`config.mk`:
```
export PLATFORM = sky130hd
export DESIGN_NAME = pipe_ctrl
export DESIGN_NICKNAME = d
export VERILOG_FILES = /design/src/rtl/rv32_pkg.sv /design/src/rtl/hazard_detect.sv /design/src/rtl/pipe_ctrl.sv
export SDC_FILE = /design/constraint.sdc
export NUM_CORES = 1
export LEC_CHECK = 0
export ABC_CLOCK_PERIOD_IN_PS = 3200
export BUFFER_PORTS_ARGS = -buffer_cell sky130_fd_sc_hd__buf_2
export CORE_MARGIN = 2
export CORE_UTILIZATION = 53
export CTS_CLUSTER_SIZE = 8
export DETAILED_ROUTE_END_ITERATION = 10
export PLACE_DENSITY = 0.89
export RECOVER_POWER = 25
export SLEW_MARGIN = 20
export SYNTH_ARGS = -nofsm -noshare
export SYNTH_HDL_FRONTEND = slang
export SYNTH_SLANG_ARGS = --single-unit
export TNS_END_PERCENT = 1
```
`constraint.sdc`:
```
create_clock -name clk -period 3.2 [get_ports clk]
set_clock_uncertainty 0.05 [all_clocks]
set_input_delay 0.64 -clock clk [delete_from_list [all_inputs] [get_ports clk]]
set_output_delay 0.64 -clock clk [all_outputs]
set_load 0.01 [all_outputs]
```
`src/rtl/rv32_pkg.sv`:
```
// Shared definitions for the RV32I core pipeline control logic.
package rv32_pkg;

    typedef enum logic {
        RUN      = 1'b0,
        WAIT_MEM = 1'b1
    } pipe_state_t;

    localparam int REG_ADDR_W = 5;
    localparam logic [REG_ADDR_W-1:0] X0 = 5'd0;

endpackage

```
`src/rtl/hazard_detect.sv`:
```
// Load-use hazard comparator between the ID instruction and a load in EX.
module hazard_detect
    import rv32_pkg::*;
(
    input  logic [REG_ADDR_W-1:0] id_rs1,
    input  logic [REG_ADDR_W-1:0] id_rs2,
    input  logic                  id_use_rs1,
    input  logic                  id_use_rs2,
    input  logic [REG_ADDR_W-1:0] ex_rd,
    input  logic                  ex_mem_read,
    output logic                  load_use
);

    logic rs1_hit;
    logic rs2_hit;

    // A load writing x0 never creates a dependency, so it is excluded.
    always_comb begin
        rs1_hit  = id_use_rs1 && (id_rs1 == ex_rd);
        rs2_hit  = id_use_rs2 && (id_rs2 == ex_rd);
        load_use = ex_mem_read && (ex_rd != X0) && (rs1_hit || rs2_hit);
    end

endmodule

```
`src/rtl/pipe_ctrl.sv`:
```
// Pipeline sequencing controller: stall/flush/bubble decisions for the
// 5-stage core, data-memory wait FSM with timeout, and saturating
// performance counters.
module pipe_ctrl
    import rv32_pkg::*;
#(
    parameter int MEM_TIMEOUT = 16,
    parameter int CNT_W       = 32
) (
    input  logic                  clk,
    input  logic                  rst,
    input  logic [REG_ADDR_W-1:0] id_rs1,
    input  logic [REG_ADDR_W-1:0] id_rs2,
    input  logic                  id_use_rs1,
    input  logic                  id_use_rs2,
    input  logic [REG_ADDR_W-1:0] ex_rd,
    input  logic                  ex_mem_read,
    input  logic                  ex_pc_src,
    input  logic                  mem_req,
    input  logic                  mem_ready,
    output logic                  stall_pc,
    output logic                  stall_if_id,
    output logic                  stall_id_ex,
    output logic                  stall_ex_mem,
    output logic                  flush_if_id,
    output logic                  flush_id_ex,
    output logic                  bubble_mem_wb,
    output logic                  mem_err,
    output logic [CNT_W-1:0]      stall_cycles,
    output logic [CNT_W-1:0]      flush_events
);

    localparam int WCNT_W = $clog2(MEM_TIMEOUT + 1);
    localparam logic [WCNT_W-1:0] WCNT_MAX = WCNT_W'(MEM_TIMEOUT);

    pipe_state_t       state_q, state_d;
    logic [WCNT_W-1:0] wcnt_q, wcnt_d;
    logic              mem_err_q, mem_err_d;
    logic [CNT_W-1:0]  stall_cnt_q, stall_cnt_d;
    logic [CNT_W-1:0]  flush_cnt_q, flush_cnt_d;

    logic load_use;
    logic timeout;
    logic freeze;
    logic branch_flush;

    // Counters stick at all-ones instead of wrapping.
    function automatic logic [CNT_W-1:0] sat_inc(input logic [CNT_W-1:0] v);
        return (&v) ? v : v + 1'b1;
    endfunction

    hazard_detect u_hazard (
        .id_rs1      (id_rs1),
        .id_rs2      (id_rs2),
        .id_use_rs1  (id_use_rs1),
        .id_use_rs2  (id_use_rs2),
        .ex_rd       (ex_rd),
        .ex_mem_read (ex_mem_read),
        .load_use    (load_use)
    );

    // Prioritised stall/flush decision: reset, memory freeze, branch, load-use.
    always_comb begin
        timeout       = (state_q == WAIT_MEM) && (wcnt_q == WCNT_MAX);
        freeze        = mem_req && !mem_ready && !timeout;
        branch_flush  = 1'b0;
        stall_pc      = 1'b0;
        stall_if_id   = 1'b0;
        stall_id_ex   = 1'b0;
        stall_ex_mem  = 1'b0;
        flush_if_id   = 1'b0;
        flush_id_ex   = 1'b0;
        bubble_mem_wb = 1'b0;
        if (rst) begin
            flush_if_id = 1'b1;
            flush_id_ex = 1'b1;
        end else if (freeze) begin
            // IF/ID/EX contents are held, so branch and load-use are
            // simply re-evaluated once the access releases.
            stall_pc      = 1'b1;
            stall_if_id   = 1'b1;
            stall_id_ex   = 1'b1;
            stall_ex_mem  = 1'b1;
            bubble_mem_wb = 1'b1;
        end else if (ex_pc_src) begin
            // The ID instruction is wrong-path, so a load-use on it is moot.
            branch_flush = 1'b1;
            flush_if_id  = 1'b1;
            flush_id_ex  = 1'b1;
        end else if (load_use) begin
            stall_pc    = 1'b1;
            stall_if_id = 1'b1;
            flush_id_ex = 1'b1;
        end
    end

    // Memory-wait FSM next state and counter updates.
    always_comb begin
        state_d     = state_q;
        wcnt_d      = wcnt_q;
        mem_err_d   = 1'b0;
        stall_cnt_d = stall_pc ? sat_inc(stall_cnt_q) : stall_cnt_q;
        flush_cnt_d = branch_flush ? sat_inc(flush_cnt_q) : flush_cnt_q;
        unique case (state_q)
            RUN: begin
                if (mem_req && !mem_ready) begin
                    state_d = WAIT_MEM;
                    wcnt_d  = WCNT_W'(1);
                end else begin
                    wcnt_d  = '0;
                end
            end
            WAIT_MEM: begin
                if (mem_ready) begin
                    state_d = RUN;
                    wcnt_d  = '0;
                end else if (timeout) begin
                    // Forced release: the MEM instruction advances with
                    // undefined data and the error is flagged next cycle.
                    state_d   = RUN;
                    wcnt_d    = '0;
                    mem_err_d = 1'b1;
                end else begin
                    wcnt_d = wcnt_q + 1'b1;
                end
            end
            default: begin
                state_d = RUN;
                wcnt_d  = '0;
            end
        endcase
    end

    // State, wait counter, error pulse and performance counters.
    always_ff @(posedge clk) begin
        if (rst) begin
            state_q     <= RUN;
            wcnt_q      <= '0;
            mem_err_q   <= 1'b0;
            stall_cnt_q <= '0;
            flush_cnt_q <= '0;
        end else begin
            state_q     <= state_d;
            wcnt_q      <= wcnt_d;
            mem_err_q   <= mem_err_d;
            stall_cnt_q <= stall_cnt_d;
            flush_cnt_q <= flush_cnt_d;
        end
    end

    assign mem_err      = mem_err_q;
    assign stall_cycles = stall_cnt_q;
    assign flush_events = flush_cnt_q;

endmodule

```
==> results of run 1 <==
[metrics by stage]
step / instance area [sq um] / cells / hold WS [ps]
3_5_place_dp: 4260 / 629 / 424
3_3_place_gp: 4260 / 629 / 411
6_report: 4470 / 645 / 434
5_1_grt: 4470 / 645 / 459
4_1_cts: 4510 / 645 / 431
2_1_floorplan: 3750 / 456 / 395
[cells in the mapped netlist (all sizes together)]
| cell type | n | area share (%) |
|---|---|---|
| a21oi | 27 | 4.0 |
| nand3b | 1 | 0.20 |
| clkinv | 1 | 0.10 |
| or4b | 1 | 0.37 |
| nand4b | 1 | 0.23 |
| nand4 | 22 | 3.8 |
| and4 | 5 | 1.2 |
| o41ai | 3 | 0.70 |
| or2 | 3 | 0.50 |
| xor2 | 2 | 0.47 |
| dfxtp | 71 | 38 |
| a21boi | 1 | 0.20 |
| nand2 | 21 | 2.1 |
| nor2 | 49 | 5.0 |
| and3 | 9 | 1.5 |
| o31ai | 3 | 0.60 |
| a31o | 1 | 0.23 |
| nor3b | 1 | 0.20 |
| o311ai | 3 | 0.70 |
| or3 | 24 | 4.0 |
| o22ai | 1 | 0.17 |
| mux2 | 6 | 1.8 |
| nor3 | 31 | 4.7 |
| ha | 4 | 1.3 |
| and2 | 3 | 0.50 |
| nor4b | 2 | 0.47 |
| nor4 | 11 | 1.8 |
| o21a | 4 | 0.80 |
| xnor2 | 37 | 8.6 |
| clkbuf | 11 | 1.1 |
| inv | 12 | 1.2 |
| nand3 | 30 | 4.0 |
| o211ai | 2 | 0.40 |
| o21ai | 25 | 3.4 |
| nor2b | 7 | 1.2 |
| or4 | 4 | 0.80 |
| o31a | 3 | 0.70 |
| o2111ai | 2 | 0.63 |
| buf | 12 | 2.2 |
[final cells by class]
cell class / instances / area share [%]
timing repair buffer: 100 / 10.7
multi-input combinational: 349 / 48.2
inverter: 13 / 1.09
clock buffer: 11 / 3.17
tap: 96 / 2.69
clock inverter: 5 / 2.35
sequential: 71 / 31.8
[routing by layer]
layer | wire [microns] | track usage (%) | up-vias
li1 | - | - | 1840
met1 | 4070 | 30.6 | 1793
met2 | 4910 | 42.1 | 149
met3 | 601 | 5.28 | 25
met4 | 218 | 12.3 | 0
met5 | 0 | 0 | -
[logic make-up (layout without fill, tap and decap cells)]
logic type                 Yosys count  count (layout)  share of synthesized area (%)
and+or+nand+nor                    225             225                           32.6
AOI/OAI and AO/OA                   75              75                           12.6
DFF                                 71              71                           37.9
xor gates and xnor gates            39              39                           9.12
buffers and inverters               36             129                           4.61
muxes                                6               6                           1.80
adders and majority gates            4               4                           1.34
[layout by cell type, fill, tap and decap left out, types with 3 or more instances in the layout]
cell type	count
sky130_fd_sc_hd__a21oi_1	25
sky130_fd_sc_hd__and3_1	9
sky130_fd_sc_hd__and4_1	5
sky130_fd_sc_hd__buf_2	66
sky130_fd_sc_hd__buf_4	5
sky130_fd_sc_hd__bufinv_16	3
sky130_fd_sc_hd__clkbuf_1	30
sky130_fd_sc_hd__clkbuf_8	10
sky130_fd_sc_hd__dfxtp_1	71
sky130_fd_sc_hd__ha_1	4
sky130_fd_sc_hd__inv_1	12
sky130_fd_sc_hd__mux2_2	6
sky130_fd_sc_hd__nand2_1	21
sky130_fd_sc_hd__nand3_1	30
sky130_fd_sc_hd__nand4_1	21
sky130_fd_sc_hd__nor2_1	48
sky130_fd_sc_hd__nor2b_1	7
sky130_fd_sc_hd__nor3_1	29
sky130_fd_sc_hd__nor4_1	11
sky130_fd_sc_hd__o21a_1	4
sky130_fd_sc_hd__o21ai_0	23
sky130_fd_sc_hd__o311ai_0	3
sky130_fd_sc_hd__o31a_1	3
sky130_fd_sc_hd__o31ai_1	3
sky130_fd_sc_hd__o41ai_1	3
sky130_fd_sc_hd__or3_1	24
sky130_fd_sc_hd__or4_1	4
sky130_fd_sc_hd__xnor2_1	37
[flip-flops by register name, summed over array words and instances (netlist names)]
name	flops
mem_err	1
stall_cycles	32
flush_events	32
wcnt_q	5
state_q	1
[worst max-delay path: cells and delay by family]
kind / cells / cell delay (ps)
and+or+nand+nor: 3 / 500
buffers and inverters: 2 / 1740
[power breakdown]
part / leakage (nW) / internal (mW) / switching [mW]
registers: 0.572 / 0.887 / 0.00588
clock network: 0.116 / 0.539 / 0.350
logic: 0.882 / 0.0384 / 0.0618
total: 1.57 / 1.47 / 0.418
[how the worst min path moves through the flow]
stage	to	slack, ps	cells past startpoint	startpoint
finish	mem_err	430	2	state_q
global route	state_q	460	2	mem_ready
CTS	mem_err	430	2	state_q
detailed placement	mem_err	420	2	state_q
global placement	mem_err	410	2	state_q
floorplan	mem_err	400	2	state_q
==> impl_metrics.yaml, run 1 <==
run_status:
  outcome: "finished, violations left"
  failed_checks: "capacitance limit, slew limit"
clocking:
  clock_tree.htree_level_count: 3
  clock-root-buffer: "sky130_fd_sc_hd__clkbuf_8"
  worst_setup_hold_path_clk_slew_ps: 70
  cts_inserted_buffers: 9
  cts_tree: "done"
  tritoncts_num_sinks: 71
  postCtsSetupRepairBufs: 0
  post_cts_resized: 0
  clk_latency_ps: 360
  cts_hold_buf: 0
  clk_path_buf_depth: 2
timing:
  finalCritPeriodShare_pct: 84.7
  rsz0062_at_grt: "false"
  final-hold-violation-count: 0
  max_freq_ghz: 0.369
  setup_slack_ps: 491
  worst_slew_pin_slew_ps: 2260
  setup-violations-final: 0
  timing.setup.tns_ps: 0
  timing.max_slew.rel_slack_pct: -50.8
  final_period_minus_worst_setup_slack_ps: 2710
  report.final.slew_viol_count: 52
yosys:
  avgSynthCellArea_sq_um: 8.22
  netlist_instances: 456
  part_of_the_yosys_area_used_for_sequential_elements_pct: 37.9
  synth_nets: 483
  netlist_area_sq_um: 3750
  yosys_warnings: 0
  synth_seq_cells: 71
  synth_cell_types: 51
global_routing:
  grt_start_max_net_pins: 52
  grt_antenna_before_repair: 0
  overflow_left_after_global_routing: 0
  track_usage_pct: 25.1
  via_count_of_the_first_global_routing_pass: 3404
  wire_length_of_the_first_global_routing_pass_microns: 15400
route:
  via_per_inst: 5.90
  final_antenna_net_count: 0
  drt-pass1-iter-count: 5
  drt-wirelength-per-cell_microns: 15.2
  drc_errors: 0
  via_count: 3807
  first_iter_violations: 296
  routed_wirelength_microns: 9800
placed_design:
  globalplace.congestion: 0.847
  dp_worst_setup_slack_ps: 497
  hpwl_microns: 6930
  numPortBuffers: 94
finish:
  final_util_pct: 65.4
  final_nets: 571
  num-fill-cells: 622
  multi_input_area_sq_um: 2150
  antenna_cells_inserted: 0
  sequential_cell_area_sq_um: 1420
  area_growth_pct: 19.2
  drive_above_1_share_pct: 18.9
floorplan:
  die_w_microns: 88.1
  fp.dieArea_sq_um: 7760
  ioPinCount: 95
  die_y_microns: 88.1
  std_cell_rows: 30
  starting_density_of_the_core_pct: 54.9
  core_area_sq_um: 6830
worst_setup_path:
  startpoint: "rst"
  sort_of_element_at_the_end_of_the_critical_path: "flop"
  crit_type: "input pin to flop"
  cp.arrival_ps: 2900
  crit_chain: "buf_2 > clkbuf_1 > nor2_1 > nand3_1 > nor2_1"
  crit_path_top_delay_cell: "sky130_fd_sc_hd__clkbuf_1"
  ff2ff_path_depth: 6
  critical_path.endpoint: "wcnt_q[3]"
  max_stage_delay_ps: 1620
  cp_most_frequent_cell: "sky130_fd_sc_hd__nor2_1"
  reg2reg_from: "flush_events[9]"
  r2r-end: "flush_events[0]"
  critPathRequiredTime_ps: 3390
  cp_max_fo: 51
  start_kind: "input pin"
  reg2reg_setup_slack_ps: 620
power:
  vdd_ir_drop_max_v: 0.000246
  post-layout-total-power_mw: 1.88
  leakage_component_of_the_power_nw: 1.57
  cellPowerDensity_nw_per_um2: 422
hold_path:
  worst_min_delay_path_category: "flop to flop"
run:
  cap_violations: 1
Note: power is estimated with default switching activity, not from simulation.
==> inputs of run 2 (changes only) <==
--- a/config.mk
+++ b/config.mk
@@ -5,13 +5,13 @@
 export SDC_FILE = /design/constraint.sdc
 export NUM_CORES = 1
 export LEC_CHECK = 0
-export ABC_CLOCK_PERIOD_IN_PS = 3200
+export ABC_CLOCK_PERIOD_IN_PS = 2260
 export BUFFER_PORTS_ARGS = -buffer_cell sky130_fd_sc_hd__buf_2
 export CORE_MARGIN = 2
-export CORE_UTILIZATION = 53
+export CORE_UTILIZATION = 48
 export CTS_CLUSTER_SIZE = 8
 export DETAILED_ROUTE_END_ITERATION = 10
-export PLACE_DENSITY = 0.89
+export PLACE_DENSITY = 0.85
 export RECOVER_POWER = 25
 export SLEW_MARGIN = 20
 export SYNTH_ARGS = -nofsm -noshare
==> constraint.sdc (replaced) <==
create_clock -name clk -period 2.26 [get_ports clk]
set_clock_uncertainty 0.05 [all_clocks]
set_input_delay 0.452 -clock clk [delete_from_list [all_inputs] [get_ports clk]]
set_output_delay 0.452 -clock clk [all_outputs]
set_load 0.01 [all_outputs]
==> impl_metrics.yaml, run 2 (same netlist as run 1, synthesis figures left out) <==
timing:
  timing.max_slew.rel_slack_pct: 65.9
  hold_slack_ps: 267
  timing.setup.tns_ps: 0
  rsz0062_at_grt: "true"
  final_period_minus_worst_setup_slack_ps: 2240
  max_freq_ghz: 0.447
  report.final.slew_viol_count: 0
  final-hold-violation-count: 0
  setup-violations-final: 0
  worst_slew_pin_slew_ps: 507
  finalCritPeriodShare_pct: 99.0
  setup_slack_ps: 22.4
finish:
  area_growth_pct: 30.0
  commonest_cells_after_routing_fill_and_taps_aside: "69 x sky130_fd_sc_hd__dfxtp_1, 61 x sky130_fd_sc_hd__buf_2, 46 x sky130_fd_sc_hd__nor2_1, 42 x sky130_fd_sc_hd__buf_4, 37 x sky130_fd_sc_hd__xnor2_1"
  mostFrequentLayoutCell: "sky130_fd_sc_hd__dfxtp_1"
  finalNonFillerCells: 690
  final_design_area_no_fill_sq_um: 4870
  antenna_cells_inserted: 0
  final_nets: 610
  drive_above_1_share_pct: 26.9
floorplan:
  die_w_microns: 92.4
  starting_density_of_the_core_pct: 49.0
  ioPinCount: 95
  std_cell_rows: 32
  die_y_microns: 92.4
  core_area_sq_um: 7650
  fp.dieArea_sq_um: 8530
clocking:
  clk_path_buf_depth: 2
  clock-root-buffer: "sky130_fd_sc_hd__clkbuf_8"
  cts_tree: "done"
  cts_inserted_buffers: 9
  tritoncts_num_sinks: 71
  clk_latency_ps: 350
  worst_setup_hold_path_clk_slew_ps: 70
  clock_tree.htree_level_count: 3
route:
  drt-wirelength-per-cell_microns: 14.2
  drt-pass1-iter-count: 4
  routed-wl-met2_microns: 4760
  route.layer.met1.wl_microns: 4270
  final_antenna_net_count: 0
  via_per_inst: 5.61
  first_iter_violations: 205
  drc_errors: 0
  via_count: 3871
  met3_wirelength_microns: 535
  dr.max_layer_used: "met4"
  routed_wirelength_microns: 9810
worst_setup_path:
  crit_path_top_delay_cell: "sky130_fd_sc_hd__or4_4"
  cp.arrival_ps: 1740
  critical_path_buf_inv_count: 3
  sort_of_element_at_the_end_of_the_critical_path: "output pin"
  startpoint: "ex_rd[4]"
  cp_max_fo: 2
  crit_type: "input pin to output pin"
  start_kind: "input pin"
  reg2reg_from: "stall_cycles[5]"
  cpLargestDelayFamily: "simple AND/OR/NAND/NOR gates"
  crit_chain: "buf_8 > or4_4 > o21ai_4 > buf_6 > nand3b_1 > nand3_1 > buf_2"
  critPathRequiredTime_ps: 1760
  max_stage_delay_ps: 540
global_routing:
  via_count_of_the_first_global_routing_pass: 3538
  grt_start_max_net_pins: 46
  wire_length_of_the_first_global_routing_pass_microns: 15600
  grt_antenna_before_repair: 0
  overflow_left_after_global_routing: 0
  track_usage_pct: 22.4
placed_design:
  postPlaceCellArea_sq_um: 4520
  dp_worst_setup_slack_ps: -89.8
  hpwl_microns: 7020
  place.detailed.instances: 667
  globalplace.congestion: 0.880
  numPortBuffers: 94
power:
  leakage_component_of_the_power_nw: 1.76
  cellPowerDensity_nw_per_um2: 503
  vdd_ir_drop_max_v: 0.000391
hold_path:
  min-delay-start: "mem_ready"
  worst_min_delay_path_category: "input pin to flop"
run:
  cap_violations: 0
run_status:
  outcome: "finished, final reports clean"
run 2: cell count changes in the layout (fill, tap and decap cells not counted), sizes merged:
cell      delta
bufinv       -2
clkinvlp     -2
clkinv       +4
buf         +37
clkbuf       +2
run 2: through the flow:
step	power (mW)	utilization (%)
global route	2.54	63.7
finish	2.45	63.7
detailed placement	1.45	59.1
CTS	2.47	62.7
floorplan	1.38	-
global placement	1.44	59.1
run 2: final timing paths:
kind	cells past startpoint	end	slack (ps)
worst max-delay path	7	flush_id_ex	20
worst min-delay path	2	state_q	270
worst max register to register	7	stall_cycles[11]	80
worst min register to register	2	mem_err	450
run 2: layout make-up:
| type | count | area [sq um] |
|---|---|---|
| timing repair buffer | 139 | 806 |
| inverter | 13 | 48.8 |
| sequential | 71 | 1420 |
| tap | 102 | 128 |
| multi-input combinational | 349 | 2270 |
| fill | 694 | 2780 |
| clock buffer | 11 | 141 |
| clock inverter | 5 | 57.6 |
run 2: power by group:
group	leakage [nW]	internal, mW	switching (mW)	total (mW)
sequential	0.573	1.26	0.00642	1.26
combinational	1.08	0.0776	0.0962	0.174
clock	0.103	0.540	0.471	1.01
run 2: repair_timing:
action | CTS | global route
pin swaps | 5 | 7
resized for setup | 12 | 17
hold buffers | 0 | 0
buffers inserted | 3 | 5
endpoints found under the setup margin | 6 | 36
run 2: metal layers:
layer  up-vias  global-route usage, %
met4         0                   9.70
li1       1921                      -
met2       116                   37.7
met5         -                      0
met1      1812                   27.0
met3        22                   5.53
==> inputs of run 3 (changes only) <==
--- a/config.mk
+++ b/config.mk
@@ -7,11 +7,14 @@
 export LEC_CHECK = 0
 export ABC_CLOCK_PERIOD_IN_PS = 2260
 export BUFFER_PORTS_ARGS = -buffer_cell sky130_fd_sc_hd__buf_2
+export CELL_PAD_IN_SITES_DETAIL_PLACEMENT = 1
+export CELL_PAD_IN_SITES_GLOBAL_PLACEMENT = 2
 export CORE_MARGIN = 2
-export CORE_UTILIZATION = 48
+export CORE_UTILIZATION = 28
+export CTS_BUF_LIST = sky130_fd_sc_hd__clkbuf_8
 export CTS_CLUSTER_SIZE = 8
 export DETAILED_ROUTE_END_ITERATION = 10
-export PLACE_DENSITY = 0.85
+export PLACE_DENSITY = 0.86
 export RECOVER_POWER = 25
 export SLEW_MARGIN = 20
 export SYNTH_ARGS = -nofsm -noshare
==> impl_metrics.yaml, run 3 (same netlist as run 1, synthesis figures left out) <==
clocking:
  cts_inserted_buffers: 9
  clock-root-buffer: "sky130_fd_sc_hd__clkbuf_8"
  tritoncts_num_sinks: 71
  worst_setup_hold_path_clk_slew_ps: 80
  cts_tree: "done"
  clock_tree.htree_level_count: 3
  clk_path_buf_depth: 2
  cts_hold_buf: 0
  clk_latency_ps: 370
worst_setup_path:
  crit_path_top_delay_cell: "sky130_fd_sc_hd__mux2_2"
  cp_max_fo: 8
  r2r-end: "stall_cycles[7]"
  crit_chain: "inv_2 > ha_4 > nand4b_1 > o21ai_2 > nor2_2 > a21oi_4 > buf_4 > buf_4 > nor4_1 > mux2_2"
  cpLargestDelayFamily: "simple AND/OR/NAND/NOR gates"
  start_kind: "flop"
  ff2ff_path_depth: 10
  cp.arrival_ps: 2450
  crit_type: "flop to flop"
  reg2reg_from: "wcnt_q[1]"
  sort_of_element_at_the_end_of_the_critical_path: "flop"
  max_stage_delay_ps: 380
  critPathRequiredTime_ps: 2470
  reg2reg_setup_slack_ps: 20
  critical_path_buf_inv_count: 3
  cp_most_frequent_cell: "sky130_fd_sc_hd__buf_4"
hold_path:
  min-delay-start: "mem_ready"
  worst_min_delay_path_category: "input pin to flop"
  whs_endpoint: "state_q"
  whs_path_depth: 2
timing:
  final-hold-violation-count: 0
  worst_slew_pin_slew_ps: 541
  setup_slack_ps: 17.3
  report.final.slew_viol_count: 0
  setup-violations-final: 0
  rsz0062_at_grt: "true"
  hold_slack_ps: 261
  timing.max_slew.rel_slack_pct: 63.7
  max_freq_ghz: 0.446
  finalCritPeriodShare_pct: 99.2
  timing.setup.tns_ps: 0
  final_period_minus_worst_setup_slack_ps: 2240
route:
  drt-pass1-iter-count: 4
  drc_errors: 0
  first_iter_violations: 160
  drt-wirelength-per-cell_microns: 15.9
  final_antenna_net_count: 0
  via_per_inst: 5.10
  routed_wirelength_microns: 12400
  via_count: 3976
finish:
  mostFrequentLayoutCell: "sky130_fd_sc_hd__buf_2"
  antenna_cells_inserted: 0
  finalNonFillerCells: 779
  drive_above_1_share_pct: 32.8
  area_growth_pct: 38.1
  num-fill-cells: 1602
  final_util_pct: 39.4
  final_design_area_no_fill_sq_um: 5180
  final_nets: 625
  commonest_cells_after_routing_fill_and_taps_aside: "76 x sky130_fd_sc_hd__buf_2, 69 x sky130_fd_sc_hd__dfxtp_1, 57 x sky130_fd_sc_hd__buf_4, 46 x sky130_fd_sc_hd__nor2_1, 37 x sky130_fd_sc_hd__xnor2_1"
power:
  vdd_ir_drop_max_v: 0.000225
  cellPowerDensity_nw_per_um2: 531
  post-layout-total-power_mw: 2.75
  leakage_component_of_the_power_nw: 1.95
placed_design:
  postPlaceCellArea_sq_um: 4680
  place.detailed.instances: 750
  dp_worst_setup_slack_ps: -120
  globalplace.congestion: 0.803
  hpwl_microns: 9120
  numPortBuffers: 94
floorplan:
  ioPinCount: 95
  fp.dieArea_sq_um: 14300
  core_area_sq_um: 13100
  die_w_microns: 120
  std_cell_rows: 42
  die_y_microns: 120
  starting_density_of_the_core_pct: 28.5
run_status:
  outcome: "finished, final reports clean"
global_routing:
  grt_antenna_before_repair: 0
  via_count_of_the_first_global_routing_pass: 4146
  overflow_left_after_global_routing: 0
  track_usage_pct: 17.6
  grt_start_max_net_pins: 44
  wire_length_of_the_first_global_routing_pass_microns: 20400
run:
  cap_violations: 0
run 3: cell types whose count changed in the layout (fill, tap and decap cells not counted), moves of 2 or more:
cell / change
sky130_fd_sc_hd__buf_2: +15
sky130_fd_sc_hd__buf_4: +15
sky130_fd_sc_hd__bufinv_16: +2
sky130_fd_sc_hd__nand3_1: -2
sky130_fd_sc_hd__clkbuf_1: -20
sky130_fd_sc_hd__clkinv_4: -2
sky130_fd_sc_hd__nor4_2: +2
sky130_fd_sc_hd__buf_6: +4
sky130_fd_sc_hd__nor4_4: -2
run 3: repair_timing:
action,4_1_cts,5_1_grt
pin swaps,5,9
gates resized for setup,25,13
setup endpoints to repair,4,35
setup buffers,9,4
run 3: worst max-delay path by stage:
stage	from	to	slack, ps	depth (start not counted)
2_1_floorplan	ex_rd[1]	stall_pc	-1	7
5_1_grt	wcnt_q[0]	stall_cycles[6]	-70	10
4_1_cts	ex_rd[4]	stall_pc	-20	7
3_5_place_dp	ex_rd[1]	stall_cycles[7]	-120	10
3_3_place_gp	ex_rd[1]	stall_cycles[25]	-60	10
6_report	wcnt_q[1]	stall_cycles[7]	20	10
run 3: final cells by class:
| cell class | instances | area, sq um | area share (%) |
|---|---|---|---|
| well taps | 176 | 220 | 4.25 |
| clock inverters | 6 | 108 | 2.08 |
| multi-input cells | 349 | 2270 | 43.8 |
| clock buffers | 10 | 138 | 2.66 |
| flip-flops and latches | 71 | 1420 | 27.5 |
| repair buffers | 154 | 967 | 18.7 |
| inverters | 13 | 51.3 | 0.991 |
run 3: routing by layer:
metal | share of wire [%] | vias up | global-route usage (%)
met3 | 4.6 | 20 | 4.13
met2 | 49 | 74 | 30.1
met5 | 0 | - | 0
met4 | 1.7 | 0 | 5.74
met1 | 44 | 1940 | 21.8
li1 | - | 1942 | -
run 3: power breakdown:
part | switching [mW] | internal [mW]
logic | 0.112 | 0.0961
clock network | 0.517 | 0.759
registers | 0.00704 | 1.26
